$ cat src/rtl/parking_occupancy_accumulator.sv
// parking_occupancy_accumulator
//   Registered lot-occupancy tracker. Each clock it applies a batched exit
//   and then a batched entry to the current occupancy. Each batch is range
//   checked against CAPACITY and is accepted or rejected as a whole.
//
// Ports
//   clk            system clock, rising edge
//   reset          synchronous, active-high reset (wins over all inputs)
//   enter_valid    enter batch present this cycle
//   enter_count    cars entering (only looked at when enter_valid=1)
//   exit_valid     exit batch present this cycle
//   exit_count     cars leaving (only looked at when exit_valid=1)
//   clear_err      clears the sticky error flags at the next edge
//   occupancy      occupied slots
//   free_slots     CAPACITY - occupancy
//   full / empty   occupancy == CAPACITY / occupancy == 0
//   enter_ack / enter_reject / exit_ack / exit_reject
//                  one-cycle result pulses for the batches of the last cycle
//   err_overflow   sticky, set by any enter_reject
//   err_underflow  sticky, set by any exit_reject
module parking_occupancy_accumulator #(
  parameter int WIDTH    = 3,
  parameter int STEP_W   = 3,
  parameter int CAPACITY = 6
) (
  input  logic              clk,
  input  logic              reset,
  input  logic              enter_valid,
  input  logic [STEP_W-1:0] enter_count,
  input  logic              exit_valid,
  input  logic [STEP_W-1:0] exit_count,
  input  logic              clear_err,
  output logic [WIDTH-1:0]  occupancy,
  output logic [WIDTH-1:0]  free_slots,
  output logic              full,
  output logic              empty,
  output logic              enter_ack,
  output logic              enter_reject,
  output logic              exit_ack,
  output logic              exit_reject,
  output logic              err_overflow,
  output logic              err_underflow
);

  // One extra bit over the wider operand, so no sum or compare can wrap.
  localparam int SUM_W = ((WIDTH > STEP_W) ? WIDTH : STEP_W) + 1;
  localparam logic [SUM_W-1:0] CAP_S = SUM_W'(CAPACITY);

  generate
    if (CAPACITY < 1 || CAPACITY > (2 ** WIDTH) - 1) begin : g_bad_capacity
      $error("parking_occupancy_accumulator: CAPACITY must be in 1..2**WIDTH-1");
    end
  endgenerate

  logic [WIDTH-1:0] occ_q, occ_d;
  logic [WIDTH-1:0] free_q, free_d;
  logic             full_q, full_d;
  logic             empty_q, empty_d;
  logic             enter_ack_q, enter_ack_d;
  logic             enter_reject_q, enter_reject_d;
  logic             exit_ack_q, exit_ack_d;
  logic             exit_reject_q, exit_reject_d;
  logic             err_overflow_q, err_overflow_d;
  logic             err_underflow_q, err_underflow_d;

  logic [SUM_W-1:0] occ_s, enter_s, exit_s, mid_s, room_s, next_s;
  logic             exit_ok, enter_ok;

  always_comb begin
    occ_s   = SUM_W'(occ_q);
    // A non-valid batch behaves as a zero count; its ack/reject is masked below.
    enter_s = enter_valid ? SUM_W'(enter_count) : '0;
    exit_s  = exit_valid  ? SUM_W'(exit_count)  : '0;

    // Exit is applied first so that cars leaving make room for cars entering
    // in the same cycle.
    exit_ok  = (exit_s <= occ_s);
    mid_s    = exit_ok ? (occ_s - exit_s) : occ_s;
    room_s   = CAP_S - mid_s;
    enter_ok = (enter_s <= room_s);
    next_s   = enter_ok ? (mid_s + enter_s) : mid_s;

    occ_d   = WIDTH'(next_s);
    free_d  = WIDTH'(CAP_S - next_s);
    full_d  = (next_s == CAP_S);
    empty_d = (next_s == '0);

    enter_ack_d    = enter_valid &&  enter_ok;
    enter_reject_d = enter_valid && !enter_ok;
    exit_ack_d     = exit_valid  &&  exit_ok;
    exit_reject_d  = exit_valid  && !exit_ok;

    // A fresh reject outranks clear_err.
    err_overflow_d  = (err_overflow_q  && !clear_err) || enter_reject_d;
    err_underflow_d = (err_underflow_q && !clear_err) || exit_reject_d;
  end

  always_ff @(posedge clk) begin
    if (reset) begin
      occ_q           <= '0;
      free_q          <= WIDTH'(CAPACITY);
      full_q          <= 1'b0;
      empty_q         <= 1'b1;
      enter_ack_q     <= 1'b0;
      enter_reject_q  <= 1'b0;
      exit_ack_q      <= 1'b0;
      exit_reject_q   <= 1'b0;
      err_overflow_q  <= 1'b0;
      err_underflow_q <= 1'b0;
    end else begin
      occ_q           <= occ_d;
      free_q          <= free_d;
      full_q          <= full_d;
      empty_q         <= empty_d;
      enter_ack_q     <= enter_ack_d;
      enter_reject_q  <= enter_reject_d;
      exit_ack_q      <= exit_ack_d;
      exit_reject_q   <= exit_reject_d;
      err_overflow_q  <= err_overflow_d;
      err_underflow_q <= err_underflow_d;
    end
  end

  assign occupancy     = occ_q;
  assign free_slots    = free_q;
  assign full          = full_q;
  assign empty         = empty_q;
  assign enter_ack     = enter_ack_q;
  assign enter_reject  = enter_reject_q;
  assign exit_ack      = exit_ack_q;
  assign exit_reject   = exit_reject_q;
  assign err_overflow  = err_overflow_q;
  assign err_underflow = err_underflow_q;

endmodule

$ cat config.mk
export PLATFORM = sky130hd
export DESIGN_NAME = parking_occupancy_accumulator
export DESIGN_NICKNAME = d
export VERILOG_FILES = /design/src/rtl/parking_occupancy_accumulator.sv
export SDC_FILE = /design/constraint.sdc
export NUM_CORES = 1
export LEC_CHECK = 0
export CAP_MARGIN = 20
export CORE_MARGIN = 2
export CORE_UTILIZATION = 48
export CTS_CLUSTER_SIZE = 28
export DETAILED_ROUTE_END_ITERATION = 10
export PLACE_DENSITY = 0.84
export SYNTH_ARGS = -nofsm -noshare
export SYNTH_HDL_FRONTEND = slang
export SYNTH_SLANG_ARGS = --single-unit
$ cat constraint.sdc
create_clock -name clk -period 5.9 [get_ports clk]
set_clock_uncertainty 0.05 [all_clocks]
set_input_delay 1.77 -clock clk [delete_from_list [all_inputs] [get_ports clk]]
set_output_delay 1.77 -clock clk [all_outputs]
set_load 0.01 [all_outputs]
==> results <==
==> final cells by class <==
type | count | area (µm²)
fill | 161 | 536
timing repair buffer | 41 | 372
multi-input combinational | 83 | 697
inverter | 10 | 37.5
clock buffer | 4 | 26.3
tap | 27 | 33.8
sequential | 13 | 260
==> cell usage in the layout (no fill, tap or decap), types with 2 or more instances in the layout <==
cell / count
a21oi_1: 4
nand2_1: 8
and3b_1: 2
nor3_1: 2
xnor2_1: 2
a21o_1: 3
dfxtp_1: 13
nand2b_1: 2
nor2_1: 9
buf_4: 16
ha_1: 12
and2_1: 6
clkbuf_4: 3
mux2i_1: 3
nor2b_1: 2
nand3_1: 2
fa_1: 3
clkdlybuf4s50_1: 24
inv_1: 10
==> cells by family after synthesis <==
family                     Yosys count
DFF                                 13
muxes                                5
xor gates and xnor gates             2
adders and majority gates           16
and+or+nand+nor                     41
AOI/OAI and AO/OA                   19
buffers and inverters               13
==> through the flow <==
| stage | std cells | util | hold WS [ns] | power, mW | cell area [µm²] |
|---|---|---|---|---|---|
| after global routing | 178 | 0.727 | 0.487 | 0.980 | 1430 |
| after CTS | 175 | 0.707 | 0.451 | 0.837 | 1390 |
| after floorplan | 109 | - | 0.448 | 0.536 | 1000 |
| after global placement | 171 | 0.693 | 0.412 | 0.750 | 1360 |
| after detailed placement | 171 | 0.693 | 0.441 | 0.781 | 1360 |
| final | 178 | 0.727 | 0.442 | 0.888 | 1430 |
==> synth_stat cells (2+ instances only) <==
cell type	n	area share
a21o_1	3	0.022
nor3_1	2	0.010
ha_1	13	0.16
nand3_1	2	0.010
xnor2_1	2	0.017
nor2b_1	2	0.012
nand2_1	9	0.034
a21oi_1	4	0.020
and2_1	6	0.037
nor2_1	9	0.034
fa_1	3	0.060
inv_1	10	0.037
nand2b_1	2	0.012
dfxtp_1	13	0.26
mux2i_1	4	0.040
and3b_1	2	0.017
==> final timing paths <==
kind | slack [ns] | cells after the start | to | startpoint
max | 0.23 | 22 | free_slots[2] | exit_valid
min | 0.44 | 2 | err_underflow | err_underflow
max reg2reg | 1.83 | 21 | free_slots[2] | occupancy[0]
min reg2reg | 0.44 | 2 | err_underflow | err_underflow
==> where the power goes <==
group / switching (mW) / internal [mW]
logic: 0.322 / 0.377
clock network: 0.0269 / 0.0262
registers: 0.0159 / 0.120
total: 0.365 / 0.523
==> sequential cells by signal, summed over array words and instances (netlist names) <==
register,cells
err_overflow,1
free_slots,2
full,1
err_underflow,1
exit_reject,1
enter_ack,1
empty,1
occupancy,3
enter_reject,1
exit_ack,1
==> metal layers <==
| metal | vias up | share of wire | GRT usage |
|---|---|---|---|
| met5 | - | 0 | 0 |
| li1 | 464 | - | - |
| met4 | 0 | 0.014 | 0.0648 |
| met1 | 438 | 0.42 | 0.215 |
| met3 | 4 | 0.031 | 0.0485 |
| met2 | 21 | 0.54 | 0.376 |
==> worst max-delay path, stage by stage <==
cell and delay (ns):
clkdlybuf4s50_1 0.47, and2_1 0.14, ha_2 0.17, inv_1 0.05, fa_1 0.35, inv_1 0.07
fa_1 0.19, buf_6 0.13, a21o_1 0.14, nand2_2 0.07, ha_1 0.20, xnor2_1 0.14
ha_1 0.30, nand2_1 0.07, o21a_1 0.18, or2_2 0.33, nor3_4 0.22, mux2i_2 0.28
inv_1 0.09, ha_1 0.20, nor2b_1 0.13, mux2i_1 0.12
==> timing repair <==
item / 4_1_cts / 5_1_grt
setup buffers: 0 / 3
gates resized for setup: 0 / 6
setup endpoints to repair: 0 / 3
endpoints found under the hold margin: 0 / 0
==> reports/results.ini <==
[status]
status=finished, final reports clean

[worst_setup_path]
start_kind=input port
cp.required_ns=6.06
cp_max_fo=8
crit_path_end_kind=flop
crit_type=input port to flop
cp_data_arrival_time_ns=5.83

[drt]
drt.antenna.violating_nets=0
routed_wl_mm=2.29
num_vias=927
drt_iter0_drc=11
wire_per_inst_um=12.8
routed_via_density=5.21
first_pass_iters=4
drc=0

[sta]
fmax_ghz=0.176
setup_viol=0
slew_viol_final=0
final-hold-violation-count=0
setup_ws_ns=0.230
fin_crit_ns=5.67
fin_crit_sh=0.961
tns_ns=0
tightest_slew_ns=0.519
slew_headroom=0.652

[logic_synthesis]
synthCells=109
synth_fa_ha_area_frac=0.222
synth_edf_count=0
syn_area_um2=1000
synth.avg_cell_area_um2=9.21
ys_seq_area_frac=0.259
synth.distinct_cells=39
synth-async-reset-ratio=0
synth.mux.area_fraction=0.0549
synth_xor_area_frac=0.0175
synth_flop_cell=dfxtp_1
synth_top_family_by_area=simple AND/OR/NAND/NOR gates
syn_nets=136
synth_seq_cells=13
synth-simple-area-share=0.233
synth-compound-area-share=0.153
ys_warn_count=0

[placement]
hpwl_mm=1.83
gp_congestion=0.840
port_buffers=24
pre_cts_slack_ns=-0.0881

[floorplan]
initial_core_util=0.511
std_cell_rows=16
core_area_um2=1960
die_x_um=49.7
ios=25
die-area_um2=2470
die_y_um=49.7

[clock_tree]
cts_made_buffers=3
cts_root_buf=clkbuf_4
htreeDepth=1
path_clk_slew_ns=0.07
cts_buffer_depth=2
hold_buffers=0
clock-sinks=13
cts_tree=yes
clk_latency_ns=0.27

[run]
cap_violations=0

[grt]
grt_max_degree=14
overflow=0
grt_pass1_wl_mm=3.82
antenna_found_initial=0
grt_pass1_vias=936
grt_usage=0.200

[pwr]
leakage_nw=0.656
power.density_nw_per_um2=622
ir_drop_mv=0.454

[finish]
diodes=0
nets=179
drive_above_1_share=0.212
synthToLayoutAreaGrowth_pct=42.1

[worst_hold_path]
min_path_type=flop to flop

No activity file was read; power rests on OpenSTA's default activity.
